==> config.mk <==
export PLATFORM = sky130hd
export DESIGN_NAME = ultrasonic_ctrl_flat
export DESIGN_NICKNAME = d
export VERILOG_FILES = /design/src/rtl/ultrasonic_ctrl_if.sv /design/src/rtl/ultrasonic_ctrl.sv /design/src/flat_wrapper.sv
export SDC_FILE = /design/constraint.sdc
export NUM_CORES = 1
export LEC_CHECK = 0
export ABC_AREA = 1
export BUFFER_PORTS_ARGS = -buffer_cell sky130_fd_sc_hd__buf_2
export CAP_MARGIN = 20
export CORE_MARGIN = 2
export CORE_UTILIZATION = 48
export CTS_BUF_LIST = sky130_fd_sc_hd__clkbuf_4 sky130_fd_sc_hd__clkbuf_8 sky130_fd_sc_hd__clkbuf_16
export DETAILED_ROUTE_END_ITERATION = 8
export HOLD_SLACK_MARGIN = 0.12
export PLACE_DENSITY_LB_ADDON = 0.25
export SKIP_LAST_GASP = 1
export SYNTH_ARGS = -nofsm -noshare
export SYNTH_HDL_FRONTEND = slang
export SYNTH_SLANG_ARGS = --single-unit
==> constraint.sdc <==
create_clock -name clk -period 6.8 [get_ports clk]
set_input_delay 0.34 -clock clk [delete_from_list [all_inputs] [get_ports clk]]
set_output_delay 0.34 -clock clk [all_outputs]
set_load 0.05 [all_outputs]
==> src/rtl/ultrasonic_ctrl_if.sv <==
// Sensor-side control/result bundle for ultrasonic_ctrl.
// slave: the controller's view; master: the driver/consumer's view.
interface ultrasonic_ctrl_if;
  logic        i_start;
  logic        i_echo;
  logic        o_trig;
  logic        o_busy;
  logic        o_valid;
  logic        o_timeout;
  logic [15:0] o_echo_us;
  logic [9:0]  o_dist_cm;

  modport slave (
    input  i_start, i_echo,
    output o_trig, o_busy, o_valid, o_timeout, o_echo_us, o_dist_cm
  );

  modport master (
    output i_start, i_echo,
    input  o_trig, o_busy, o_valid, o_timeout, o_echo_us, o_dist_cm
  );
endinterface

==> src/rtl/ultrasonic_ctrl.sv <==
// HC-SR04-style measurement controller: trigger, echo width in us, width/CM_DIV in cm.
// Define ULTRASONIC_AUTO_REPEAT_EN to loop HOLDOFF back to TRIG for continuous measurement.
module ultrasonic_ctrl #(
  parameter int unsigned CLK_PER_US = 100,
  parameter int unsigned TRIG_US    = 10,
  parameter int unsigned TIMEOUT_US = 30000,
  parameter int unsigned HOLDOFF_US = 10000,
  parameter int unsigned CM_DIV     = 58
) (
  input  logic               clk,
  input  logic               rst,
  ultrasonic_ctrl_if.slave   bus
);

  localparam int unsigned PW = (CLK_PER_US > 1) ? $clog2(CLK_PER_US) : 1;

  typedef enum logic [2:0] {
    S_IDLE,
    S_TRIG,
    S_WAIT_RISE,
    S_MEASURE,
    S_CALC,
    S_HOLDOFF
  } state_t;

  state_t        r_state;
  state_t        w_state_nxt;
  logic [1:0]    r_sync;
  logic [PW-1:0] r_presc;
  logic [15:0]   r_us;
  logic [15:0]   r_width;
  logic [15:0]   r_rem;
  logic [9:0]    r_quo;
  logic          r_valid;
  logic          r_timeout;
  logic [15:0]   r_echo_us;
  logic [9:0]    r_dist;

  logic          w_echo;
  logic          w_tick;
  logic          w_trig_hit;
  logic          w_tmo_hit;
  logic          w_hold_hit;
  logic          w_calc_done;
  logic          w_enter;
  logic          w_tmo_evt;
  logic          w_res_evt;
  logic [15:0]   w_width;

  assign w_echo      = r_sync[1];
  assign w_tick      = (r_presc == PW'(CLK_PER_US - 1));
  // "Reaches N" fires on the tick that would make the counter N, so each
  // timed phase lasts exactly N*CLK_PER_US cycles from state entry.
  assign w_trig_hit  = w_tick && (r_us == 16'(TRIG_US - 1));
  assign w_tmo_hit   = w_tick && (r_us == 16'(TIMEOUT_US - 1));
  assign w_hold_hit  = w_tick && (r_us == 16'(HOLDOFF_US - 1));
  assign w_calc_done = (r_rem < 16'(CM_DIV));
  // The detection cycle in WAIT_RISE also counts as high time, hence the
  // current-cycle tick is folded in to get whole microseconds.
  assign w_width     = r_us + 16'(w_tick);
  assign w_enter     = (w_state_nxt != r_state);

  always_comb begin
    w_state_nxt = r_state;
    w_tmo_evt   = 1'b0;
    w_res_evt   = 1'b0;
    case (r_state)
      S_IDLE: begin
        if (bus.i_start) w_state_nxt = S_TRIG;
      end
      S_TRIG: begin
        if (w_trig_hit) w_state_nxt = S_WAIT_RISE;
      end
      S_WAIT_RISE: begin
        if (w_echo) begin
          w_state_nxt = S_MEASURE;
        end else if (w_tmo_hit) begin
          w_state_nxt = S_HOLDOFF;
          w_tmo_evt   = 1'b1;
        end
      end
      S_MEASURE: begin
        if (!w_echo) begin
          w_state_nxt = S_CALC;
        end else if (w_tmo_hit) begin
          w_state_nxt = S_HOLDOFF;
          w_tmo_evt   = 1'b1;
        end
      end
      S_CALC: begin
        if (w_calc_done) begin
          w_state_nxt = S_HOLDOFF;
          w_res_evt   = 1'b1;
        end
      end
      S_HOLDOFF: begin
        if (w_hold_hit) begin
`ifdef ULTRASONIC_AUTO_REPEAT_EN
          w_state_nxt = S_TRIG;
`else
          w_state_nxt = S_IDLE;
`endif
        end
      end
      default: w_state_nxt = S_IDLE;
    endcase
  end

  always_ff @(posedge clk) begin
    if (rst) begin
      r_state   <= S_IDLE;
      r_sync    <= '0;
      r_presc   <= '0;
      r_us      <= '0;
      r_width   <= '0;
      r_rem     <= '0;
      r_quo     <= '0;
      r_valid   <= 1'b0;
      r_timeout <= 1'b0;
      r_echo_us <= '0;
      r_dist    <= '0;
    end else begin
      r_sync  <= {r_sync[0], bus.i_echo};
      r_state <= w_state_nxt;
      r_valid <= w_tmo_evt | w_res_evt;

      if (w_enter) begin
        r_presc <= '0;
        r_us    <= '0;
      end else if (w_tick) begin
        r_presc <= '0;
        r_us    <= r_us + 16'd1;
      end else begin
        r_presc <= r_presc + PW'(1);
      end

      if (r_state == S_MEASURE && !w_echo) begin
        r_width <= w_width;
        r_rem   <= w_width;
        r_quo   <= '0;
      end else if (r_state == S_CALC && !w_calc_done) begin
        r_rem <= r_rem - 16'(CM_DIV);
        if (r_quo != '1) r_quo <= r_quo + 10'd1;
      end

      if (w_tmo_evt) begin
        r_echo_us <= 16'(TIMEOUT_US);
        r_dist    <= '1;
        r_timeout <= 1'b1;
      end else if (w_res_evt) begin
        r_echo_us <= r_width;
        r_dist    <= r_quo;
        r_timeout <= 1'b0;
      end
    end
  end

  assign bus.o_trig    = (r_state == S_TRIG);
  assign bus.o_busy    = (r_state != S_IDLE);
  assign bus.o_valid   = r_valid;
  assign bus.o_timeout = r_timeout;
  assign bus.o_echo_us = r_echo_us;
  assign bus.o_dist_cm = r_dist;

endmodule

==> src/flat_wrapper.sv <==
// flat-port wrapper written by rule: the top's interface ports become plain ports
module ultrasonic_ctrl_flat 
#(
  parameter int unsigned CLK_PER_US = 100,
  parameter int unsigned TRIG_US    = 10,
  parameter int unsigned TIMEOUT_US = 30000,
  parameter int unsigned HOLDOFF_US = 10000,
  parameter int unsigned CM_DIV     = 58
)
  (clk, rst, bus_i_start, bus_i_echo, bus_o_trig, bus_o_busy, bus_o_valid, bus_o_timeout, bus_o_echo_us, bus_o_dist_cm);
  ultrasonic_ctrl_if bus_i ();
  input  logic clk;
  input  logic rst;
  input wire logic [$bits(bus_i.i_start)-1:0] bus_i_start;
  input wire logic [$bits(bus_i.i_echo)-1:0] bus_i_echo;
  output wire logic [$bits(bus_i.o_trig)-1:0] bus_o_trig;
  output wire logic [$bits(bus_i.o_busy)-1:0] bus_o_busy;
  output wire logic [$bits(bus_i.o_valid)-1:0] bus_o_valid;
  output wire logic [$bits(bus_i.o_timeout)-1:0] bus_o_timeout;
  output wire logic [$bits(bus_i.o_echo_us)-1:0] bus_o_echo_us;
  output wire logic [$bits(bus_i.o_dist_cm)-1:0] bus_o_dist_cm;
  assign bus_i.i_start = bus_i_start;
  assign bus_i.i_echo = bus_i_echo;
  assign bus_o_trig = bus_i.o_trig;
  assign bus_o_busy = bus_i.o_busy;
  assign bus_o_valid = bus_i.o_valid;
  assign bus_o_timeout = bus_i.o_timeout;
  assign bus_o_echo_us = bus_i.o_echo_us;
  assign bus_o_dist_cm = bus_i.o_dist_cm;
  ultrasonic_ctrl #(.CLK_PER_US(CLK_PER_US), .TRIG_US(TRIG_US), .TIMEOUT_US(TIMEOUT_US), .HOLDOFF_US(HOLDOFF_US), .CM_DIV(CM_DIV)) u_core (.clk(clk), .rst(rst), .bus(bus_i));
endmodule
==> summary.md, run 1 <==
| Metric | Value |
|---|---|
| Req. time, crit path | 7.06 ns |
| Final hold vios | 0 |
| VDD IR-drop max | 0.0001363 V |
| Drt wl/cell | 13.49 microns |
| Crit Path Category | reg2reg |
| Synth top area cells | dfxtp_1, nand2_1, inv_1 |
| Die Width | 104.0 microns |
| All-Layer GR Usage | 21.36% |
| Vias per cell | 5.207 |
| Peak Freq | 360.2 MHz |
| CP arrival | 3.04 ns |
| Multi-input logic area | 2414 sq um |
| Setup TNS | 0 ns |
| Biggest area consumer among synthesized cells | dfxtp_1 |
| Storage cell area | 1942 sq um |
| Seq/Total Area, Yosys | 40.44% |
| DR pass1 iterations | 4 |
| Number of synthesized flops with an enable pin | 0 |
| Synth unique cells | 36 |
| Pwr Density | 187.7 nW/um^2 |
| CTS tree | yes |
| CTS sink cnt | 97 |
| Hold buffers post-CTS | 0 |
| Most numerous cell in the Yosys netlist | nand2_1 |
| CP max FO | 12 |
| PostCTS Resize Cnt | 0 |
| Final WL | 11100 microns |
| RSZ-0062 raised after global routing | false |
| Placer Congestion | 0.9811 |
| Maximum root-to-sink buffer count | 2 |
| Worst Tran Pin Value | 0.9581 ns |
| Initial DRC Count | 178 |
| Setup Buffers After CTS | 0 |
| IO Port Bufs | 33 |
| CP cell instances | ha_1, nand2_1, nor2_2, ha_1, ha_1, nand2_1, nor2_1, inv_1, nor2_1, nand3_1, nand3_1, nand3_1, o211ai_1, inv_1 |
| Run status | complete, no violations |
| Post-DP HPWL | 8177 microns |
| Asr flop ratio synth | 0% |
| Yosys top cell area share | 40.44% |
| Ys Warns | 0 |
| Slew HR | 35.73% |
| Clk slew on worst S/H paths | 0.10 ns |
| Die height | 104.0 microns |
| Max cap viols | 0 |
| Minimum clock period | 2.776 ns |
| Hold crit path type | in2reg |
| Root Buffer Master | clkbuf_8 |
| Post-route ant nets | 0 |
| Clk Latency, worst-skew pair | 0.37 ns |
| Post-Synthesis Cells | 660 |
| Slowest cell on the critical path | nor2_2 |
| DRC viols | 0 |
| CTS Buf Count | 9 |
| Leakage power | 2.200 nW |
| Share of cells above drive strength 1 | 13.91% |
| Mapped cell area | 4802 sq um |
| Synth cell count leaders | nand2_1, dfxtp_1, inv_1 |
| Initial antenna violation count | 0 |
| CP Capture Type | flop |
| # setup viols final | 0 |
| Area grow syn2layout | 8.859% |
| Worst path max stage delay | 0.42 ns |
| Prevailing post-synth register cell | dfxtp_1 |
| Final Total Pwr | 981.0 uW |
| NumNets Final | 696 |
| Clock Skew | 0.01177 ns |
| Fillcell total | 987 |
| Rows | 36 |
| H-tree levels | 3 |
| Startpoint Class | flop |
| Die area | 10820 sq um |
| Avg Inst Size Synth | 7.276 sq um |
| Initial Util | 49.36% |
| Tcrit/Tclk final | 40.82% |
| Vias in the first global route | 3988 |
| Via count | 4285 |
| # diodes | 0 |
| Pin count of the biggest net entering global routing | 36 |
| Post-synthesis register bit count | 97 |
| IO Pins | 34 |
| Core box area | 9729 sq um |
| Total congestion overflow | 0 |
| Global-route wire length before repair | 19110 microns |
| Fin. max-slew vios | 0 |
| Syn Nets | 671 |
## final cells by class
type,instances,share of cell area (%)
Multi-Input combinational cell,456,46.17
Timing Repair Buffer,36,3.590
Clock inverter,6,1.173
Sequential cell,97,37.15
Clock buffer,10,2.633
Inverter,85,6.103
Tap cell,133,3.183
## state kept, by name (all words and copies together), names as in the netlist
| name | cells |
|---|---|
| u_core.bus.o_dist_cm | 10 |
| u_core.bus.o_echo_us | 16 |
| u_core.bus.o_timeout | 1 |
| u_core.bus.o_valid | 1 |
| u_core.r_presc | 7 |
| u_core.r_quo | 10 |
| u_core.r_rem | 15 |
| u_core.r_state | 3 |
| u_core.r_sync | 2 |
| u_core.r_us | 16 |
| u_core.r_width | 16 |
## power by group
| part | switching (mW) | internal (mW) |
|---|---|---|
| combinational | 0.0280 | 0.00784 |
| sequential | 0.00185 | 0.570 |
| clock | 0.222 | 0.152 |
| total | 0.251 | 0.730 |
## worst max-delay path: cells and delay by family, from the launching register on
kind / cells / cell delay [ns]
adder cells (fa/ha/maj): 3 / 0.66
AND/OR/NAND/NOR: 8 / 1.36
AO/OA/AOI/OAI: 1 / 0.11
flip-flops: 1 / 0.37
buffers and inverters: 2 / 0.16
## metal layers
metal  GRT usage [%]  routed length, microns  up-vias
met3           3.697                     539       15
met1           28.38                    5206     1972
li1                -                       -     2183
met4           6.950                     191        0
met2           35.29                    5166      115
met5               0                       0        -
## final timing paths
kind	start	endpoint	slack, ns	cells after the start
setup reg to reg	u_core.r_presc[0]$_SDFF_PP0_	u_core.r_rem[10]$_SDFFE_PP0P_	4.02	14
setup / recovery	u_core.r_presc[0]$_SDFF_PP0_	u_core.r_rem[10]$_SDFFE_PP0P_	4.02	14
hold / removal	bus_i_echo	u_core.r_sync[0]$_SDFF_PP0_	0.17	3
hold reg to reg	u_core.r_sync[0]$_SDFF_PP0_	u_core.r_sync[1]$_SDFF_PP0_	0.41	2
## layout by cell type (no fill, tap or decap), drive strengths merged
cell type / instances
o21bai: 2
nand4: 9
buf: 36
clkinvlp: 1
o211ai: 2
nor3: 13
o221ai: 7
nand3: 52
nand3b: 1
inv: 87
o221a: 1
o21ai: 60
clkinv: 3
dfxtp: 97
nor3b: 1
o22ai: 1
xor2: 22
ha: 7
xnor2: 8
nor2: 83
a31oi: 5
a21oi: 41
clkbuf: 10
or2: 3
nand2: 136
a211oi: 2
## kinds of logic after synthesis
| group | count (synthesis) | share of synthesized area (%) |
|---|---|---|
| XOR/XNOR | 30 | 5.472 |
| AO/OA/AOI/OAI | 121 | 13.76 |
| AND/OR/NAND/NOR | 298 | 29.21 |
| buffers and inverters | 107 | 9.302 |
| adder cells (fa/ha/maj) | 7 | 1.824 |
| flip-flops | 97 | 40.44 |
## through the flow
step	hold WS (ns)	instance area [sq um]	util (%)	setup WS (ns)	std cells
after detailed placement	0.4029	5029	51.68	4.054	807
after global placement	0.3909	5029	51.68	4.159	807
final	0.1665	5228	53.73	4.024	823
after global routing	0.1722	5228	53.73	3.746	823
after CTS	0.1521	5228	53.73	4.042	823
after floorplan	0.3883	4802	-	4.191	660
No activity file was read; power rests on OpenSTA's default activity.
==> run 2: changes to the inputs <==
==> constraint.sdc (replaced) <==
create_clock -name clk -period 2.7 [get_ports clk]
set_input_delay 0.135 -clock clk [delete_from_list [all_inputs] [get_ports clk]]
set_output_delay 0.135 -clock clk [all_outputs]
set_load 0.05 [all_outputs]
==> run 2 against run 1 <==
  * Combinational power rose to 2.6 times the previous value
  * First-iteration DRC count is 22% higher
  * Clock skew grew 0.0027 ns
  * Routed wire length is 0.39% higher
  * Cell area is 1.3% higher
  * Largest power group unchanged
==> summary.md, run 2 (synthesized netlist as in run 1, its figures left out) <==
| Metric | Value |
|---|---|
| Pin count of the biggest net entering global routing | 35 (-2.8%) |
| Req. time, crit path | 2.96 ns (-4.10 ns) |
| IO Pins | 34 (unchanged) |
| Worst path max stage delay | 0.36 ns (-0.06 ns) |
| Total congestion overflow | 0 (unchanged) |
| Setup slack, reg-to-reg | 0.42 ns (-3.60 ns) |
| Maximum root-to-sink buffer count | 2 (unchanged) |
| Slew HR | 66.80% (+31 points) |
| Post-DP HPWL | 8236 microns (+0.71%) |
| Initial antenna violation count | 0 (unchanged) |
| Die height | 104.0 microns (unchanged) |
| Hold crit path type | in2reg |
| Minimum clock period | 2.276 ns (-0.5000 ns) |
| M3 GR Usage | 3.321% (-0.38 points) |
| Slowest cell on the critical path | dfxtp_1 |
| RSZ-0062 raised after global routing | false |
| Max cap viols | 0 (unchanged) |
| Rows | 36 (unchanged) |
| Fin. max-slew vios | 0 (unchanged) |
| Post-route ant nets | 0 (unchanged) |
| Initial Util | 49.36% (unchanged) |
| VDD IR-drop max | 0.0002726 V (+100%) |
| Final Total Pwr | 2.522 mW (+160%) |
| DR pass1 iterations | 5 (+1) |
| Placer Congestion | 0.8795 (-10%) |
| All-Layer GR Usage | 21.16% (-0.20 points) |
| Startpoint Class | flop |
| Die Width | 104.0 microns (unchanged) |
| Initial DRC Count | 217 (+22%) |
| Inst Count DP | 813 (+0.74%) |
| Clock Skew | 0.01444 ns (+0.002664 ns) |
| Global-route wire length before repair | 18910 microns (-1.0%) |
| Vias per cell | 5.201 (-0.10%) |
| Vias in the first global route | 4039 (+1.3%) |
| Area grow syn2layout | 10.27% |
| # setup viols final | 0 (unchanged) |
| Tcrit/Tclk final | 84.30% (+43 points) |
| CP arrival | 2.54 ns (-0.50 ns) |
| Final hold vios | 0 (unchanged) |
| GR peak layer | met2 |
| Setup TNS | 0 ns (unchanged) |
| H-tree levels | 3 (unchanged) |
| CP cell instances | ha_1, nand2_1, nor2_2, ha_1, ha_1, nand2_1, nor2_1, inv_1, nor2_1, nand3_1, nand3_1, nand3_1, o211ai_1, inv_1 |
| Most frequent cells in the layout | nand2_1, dfxtp_1, inv_1, nor2_1, o21ai_0 |
| CP max FO | 5 (-7) |
| Post-route insts no fill | 830 (+0.85%) |
| Critical path origin | u_core.r_presc[0]$_SDFF_PP0_ |
| Met2 Usage GRT | 36.23% (+0.94 points) |
| Pwr Density | 476.3 nW/um^2 (+150%) |
| CTS tree | yes |
| Core box area | 9729 sq um (unchanged) |
| Drt wl/cell | 13.43 microns (-0.46%) |
| Worst Tran Pin Value | 0.4928 ns (-0.4653 ns) |
| Via count | 4317 (+0.75%) |
| NumNets Final | 703 (+1.0%) |
| Grt met1 use | 27.41% (-0.97 points) |
| Root Buffer Master | clkbuf_8 |
| CTS sink cnt | 97 (unchanged) |
| Clk slew on worst S/H paths | 0.09 ns (about the same) |
| Die area | 10820 sq um (unchanged) |
| Leakage power | 2.239 nW (+1.7%) |
| IO Port Bufs | 33 (unchanged) |
| Hold_ws | 0.2041 ns (+0.03756 ns) |
| Final WL | 11150 microns (+0.39%) |
| Share of cells above drive strength 1 | 14.63% (+0.72 points) |
| Crit Path Category | reg2reg |
| Final Util | 54.42% (+0.69 points) |
| CTS Buf Count | 9 (unchanged) |
| Clk Latency, worst-skew pair | 0.37 ns (about the same) |
| # diodes | 0 (unchanged) |
| Cells on worst reg2reg path | 14 (unchanged) |
| Critical Path Sink | u_core.r_rem[10]$_SDFFE_PP0P_ |
| DRC viols | 0 (unchanged) |
| R2r startpoint | u_core.r_presc[0]$_SDFF_PP0_ |
| Crit Reg-Reg Endpoint | u_core.r_rem[10]$_SDFFE_PP0P_ |
| CP Capture Type | flop |
| Peak Freq | 439.4 MHz (+22%) |
| Run status | complete, no violations |
| Most common cell after layout, fill and taps aside | nand2_1 |
## run 2: final cells by class
cell class	count	area, sq um
clock buffers	10	137.6
clock inverters	6	73.82
fillers	952	4434
inverters	85	319.1
multi-input cells	456	2414
flip-flops and latches	97	1942
well taps	133	166.4
repair buffers	43	242.7
## run 2: critical path: cells and delay by family (launching register included)
family	cells	cell delay (ns)
AOI/OAI and AO/OA	1	0.08
adders and majority gates	3	0.58
buffers and inverters	2	0.15
DFF	1	0.36
and+or+nand+nor	8	1.02
## run 2: how the worst min path moves through the flow
stage               startpoint                                end  slack, ns  cells past startpoint
detailed placement  bus_i_echo        u_core.r_sync[0]$_SDFF_PP0_       0.35                      3
global placement    bus_i_echo        u_core.r_sync[0]$_SDFF_PP0_       0.34                      3
CTS                        rst        u_core.r_sync[0]$_SDFF_PP0_       0.19                      2
finish                     rst        u_core.r_sync[0]$_SDFF_PP0_       0.20                      2
global route               rst        u_core.r_sync[0]$_SDFF_PP0_       0.23                      2
floorplan                  rst  u_core.bus.o_timeout$_SDFFE_PP0P_       0.21                      1
## run 2: stage by stage
step	area, sq um	worst slack, ns
finish	5295	0.4240
global route	5295	0.1705
global placement	5074	0.5040
CTS	5295	0.4162
floorplan	4802	0.09087
detailed placement	5074	0.4188
## run 2: metal layers
metal  share of wire, %  wire (microns)  vias to the layer above
li1                   -               -                     2196
met2                 48            5328                      102
met1                 47            5199                     1998
met4                1.5             167                        0
met3                4.0             450                       21
met5                  0               0                        -
## run 2: where the power goes
| part | switching, mW | total [mW] | internal [mW] |
|---|---|---|---|
| combinational | 0.0722 | 0.0947 | 0.0225 |
| sequential | 0.00471 | 1.44 | 1.43 |
| clock | 0.523 | 0.988 | 0.465 |
## run 2: repair_timing
item / CTS / global route
hold buffers: 1 / 0
hold endpoints to repair: 1 / 0
gates resized for setup: 0 / 0
setup endpoints to repair: 0 / 0
buffers inserted: 0 / 0
==> run 3: changes to the inputs <==
==> constraint.sdc (replaced) <==
create_clock -name clk -period 2 [get_ports clk]
set_input_delay 0.1 -clock clk [delete_from_list [all_inputs] [get_ports clk]]
set_output_delay 0.1 -clock clk [all_outputs]
set_load 0.05 [all_outputs]
==> run 3 against run 2 <==
  * Clock power is 52% higher
  * Non-clock buffer count rose by 30
  * First-iteration DRC count grew 40%
  * Critical path depth shrank 3
  * Critical endpoint is now u_core.r_us[11]$_SDFFE_PP0P_
  * Cell area rose by 9.5%
  * Largest cell class unchanged
==> summary.md, run 3 (synthesized netlist as in run 1, its figures left out) <==
| Metric | Value |
|---|---|
| Run status | complete, no violations |
| Worst Tran Pin Value | 0.3978 ns (-0.09506 ns) |
| Initial DRC Count | 304 (+40%) |
| Initial antenna violation count | 0 (unchanged) |
| Worst path max stage delay | 0.40 ns (+0.04 ns) |
| Top Layer Used | met4 |
| Hold_ws | 0.3286 ns (+0.1245 ns) |
| Clock Skew | 0.007819 ns (-0.006617 ns) |
| Inst Count DP | 833 (+2.5%) |
| Post-route ant nets | 0 (unchanged) |
| Detailed route wirelength on metal3 | 788 microns (+75%) |
| Share of cells above drive strength 1 | 22.70% (+8.1 points) |
| Root Buffer Master | clkbuf_8 |
| Max cap viols | 0 (unchanged) |
| Initial Util | 49.36% (unchanged) |
| Hold crit path type | in2reg |
| Slew HR | 73.20% (+6.4 points) |
| Peak Freq | 519.4 MHz (+18%) |
| DRC viols | 0 (unchanged) |
| Slowest cell on the critical path | dfxtp_1 |
| Die height | 104.0 microns (unchanged) |
| Global-route wire length before repair | 20600 microns (+8.9%) |
| Final Total Pwr | 3.615 mW (+43%) |
| Area grow syn2layout | 20.77% |
| NumNets Final | 733 (+4.3%) |
| Vias per cell | 5.260 (+1.1%) |
| Core box area | 9729 sq um (unchanged) |
| Drt wl/cell | 14.82 microns (+10%) |
| DR pass1 iterations | 5 (unchanged) |
| CTS sink cnt | 97 (unchanged) |
| VDD IR-drop max | 0.0003783 V (+39%) |
| Setup ws final | 0.07465 ns (-0.3494 ns) |
| Post-DP HPWL | 9298 microns (+13%) |
| H-tree levels | 3 (unchanged) |
| Minimum clock period | 1.925 ns (-0.3506 ns) |
| Placer Congestion | 1.035 (+18%) |
| Seq pwr share | 53.7% (-3.4 points) |
| M1 WL | 5507 microns (+5.9%) |
| RSZ-0062 raised after global routing | true |
| # setup viols final | 0 (unchanged) |
| Worst path bufs/invs | 2 (unchanged) |
| Leakage power | 2.448 nW (+9.3%) |
| Die Width | 104.0 microns (unchanged) |
| CP Capture Type | flop |
| Fillcell total | 895 (-6.0%) |
| Cell Int Power | 2.776 mW (+44%) |
| IO Pins | 34 (unchanged) |
| Maximum root-to-sink buffer count | 2 (unchanged) |
| Worst slack at placement | -0.05022 ns (-0.4690 ns) |
| Fin. max-slew vios | 0 (unchanged) |
| CTS tree | yes |
| Critical path's top delay family | simple AND/OR/NAND/NOR gates |
| Clk slew on worst S/H paths | 0.10 ns (about the same) |
| Final hold vios | 0 (unchanged) |
| Req. time, crit path | 2.27 ns (-0.69 ns) |
| Tcrit/Tclk final | 96.27% (+12 points) |
| Most common cell after layout, fill and taps aside | nand2_1 |
| Startpoint Class | flop |
| Met2 wire len | 6090 microns (+14%) |
| Rows | 36 (unchanged) |
| CP cell instances | nand2_1, nand3b_1, nand4_1, inv_1, nor2_1, nand3_1, nand2_1, nand2_4, nand2_4, clkbuf_16, nor2_4 |
| Switch Pwr | 839.0 uW (+40%) |
| Pin count of the biggest net entering global routing | 25 (-29%) |
| CTS Buf Count | 9 (unchanged) |
| Clock power share | 41.5% (+2.3 points) |
| Final WL | 12750 microns (+14%) |
| Setup slack, reg-to-reg | 0.07 ns (-0.35 ns) |
| Most frequent cells in the layout | nand2_1, dfxtp_1, inv_1, nor2_1, o21ai_0 |
| Clk Latency, worst-skew pair | 0.38 ns (about the same) |
| Comb pwr share | 4.7% (+0.9 points) |
| Total congestion overflow | 0 (unchanged) |
| Pwr Density | 623.4 nW/um^2 (+31%) |
| CP max FO | 8 (+3) |
| IO Port Bufs | 33 (unchanged) |
| Post-route insts no fill | 860 (+3.6%) |
| Switching part of the total power | 23.21% (-0.58 points) |
| Die area | 10820 sq um (unchanged) |
| All-Layer GR Usage | 23.76% (+2.6 points) |
| Crit Path Category | reg2reg |
| Via count | 4524 (+4.8%) |
| Vias in the first global route | 4248 (+5.2%) |
| CP arrival | 2.20 ns (-0.34 ns) |
| # diodes | 0 (unchanged) |
## run 3: cell types whose count changed in the layout (fill, tap and decap cells not counted), moves of 3 or more
| cell | change |
|---|---|
| ha_1 | -3 |
| dfxtp_2 | +7 |
| nand3_2 | +3 |
| buf_12 | +3 |
| buf_4 | +22 |
| nor2_1 | -7 |
| nand3_1 | -4 |
| nand2_1 | -4 |
| nor3_1 | -3 |
| nor2_4 | +7 |
| dfxtp_1 | -8 |
## run 3: area by class of cell
cell class / count / area (sq um) / area share (%)
Inverter: 85 / 319.1 / 5.502
Timing Repair Buffer: 73 / 539.3 / 9.299
Clock buffer: 11 / 151.4 / 2.611
Tap cell: 133 / 166.4 / 2.869
Clock inverter: 5 / 82.58 / 1.424
Multi-Input combinational cell: 456 / 2586 / 44.60
Sequential cell: 97 / 1954 / 33.70
## run 3: routing by layer
layer  GRT usage (%)  vias up
li1                -     2254
met1           31.33     2083
met2           38.96      156
met3           2.820       31
met4           10.91        0
met5               0        -
## run 3: power groups by stage
stage | registers [mW] | logic, mW | clock network (mW)
floorplan | 1.99 | 0.106 | 0
global placement | 1.99 | 0.144 | 0
detailed placement | 1.99 | 0.146 | 0
CTS | 1.94 | 0.151 | 1.54
global route | 1.94 | 0.187 | 1.60
finish | 1.94 | 0.172 | 1.50
## run 3: worst paths after layout
check / cells past startpoint / endpoint / from
worst max-delay path: 11 / u_core.r_us[11]$_SDFFE_PP0P_ / u_core.r_rem[5]$_SDFFE_PP0P_
worst min-delay path: 7 / u_core.r_state[0]$_SDFF_PP0_ / bus_i_start
worst max register to register: 11 / u_core.r_us[11]$_SDFFE_PP0P_ / u_core.r_rem[5]$_SDFFE_PP0P_
worst min register to register: 2 / u_core.r_sync[1]$_SDFF_PP0_ / u_core.r_sync[0]$_SDFF_PP0_
## run 3: worst min-delay path: stages
cell and delay [ns]:
buf_2 0.08, inv_1 0.03, o21ai_0 0.14, inv_1 0.05
nand3_1 0.12, nor2_4 0.05, a21oi_1 0.11
## run 3: per-stage QoR
step,TNS (ns),utilization (%),instance area [sq um]
after global placement,-0.05059,54.67,5319
after CTS,-0.005643,57.51,5595
after detailed placement,-0.3134,54.67,5319
after floorplan,0,-,4860
final,0,59.61,5799
after global routing,-0.2541,59.61,5799
## run 3: what timing repair did
| item | 4_1_cts | 5_1_grt |
|---|---|---|
| gates cloned | 0 | 1 |
| gates resized for setup | 3 | 37 |
| setup buffers | 0 | 7 |
| endpoints found under the setup margin | 20 | 72 |
| hold buffers | 3 | 0 |
| pin swaps | 0 | 8 |
| hold endpoints to repair | 7 | 0 |
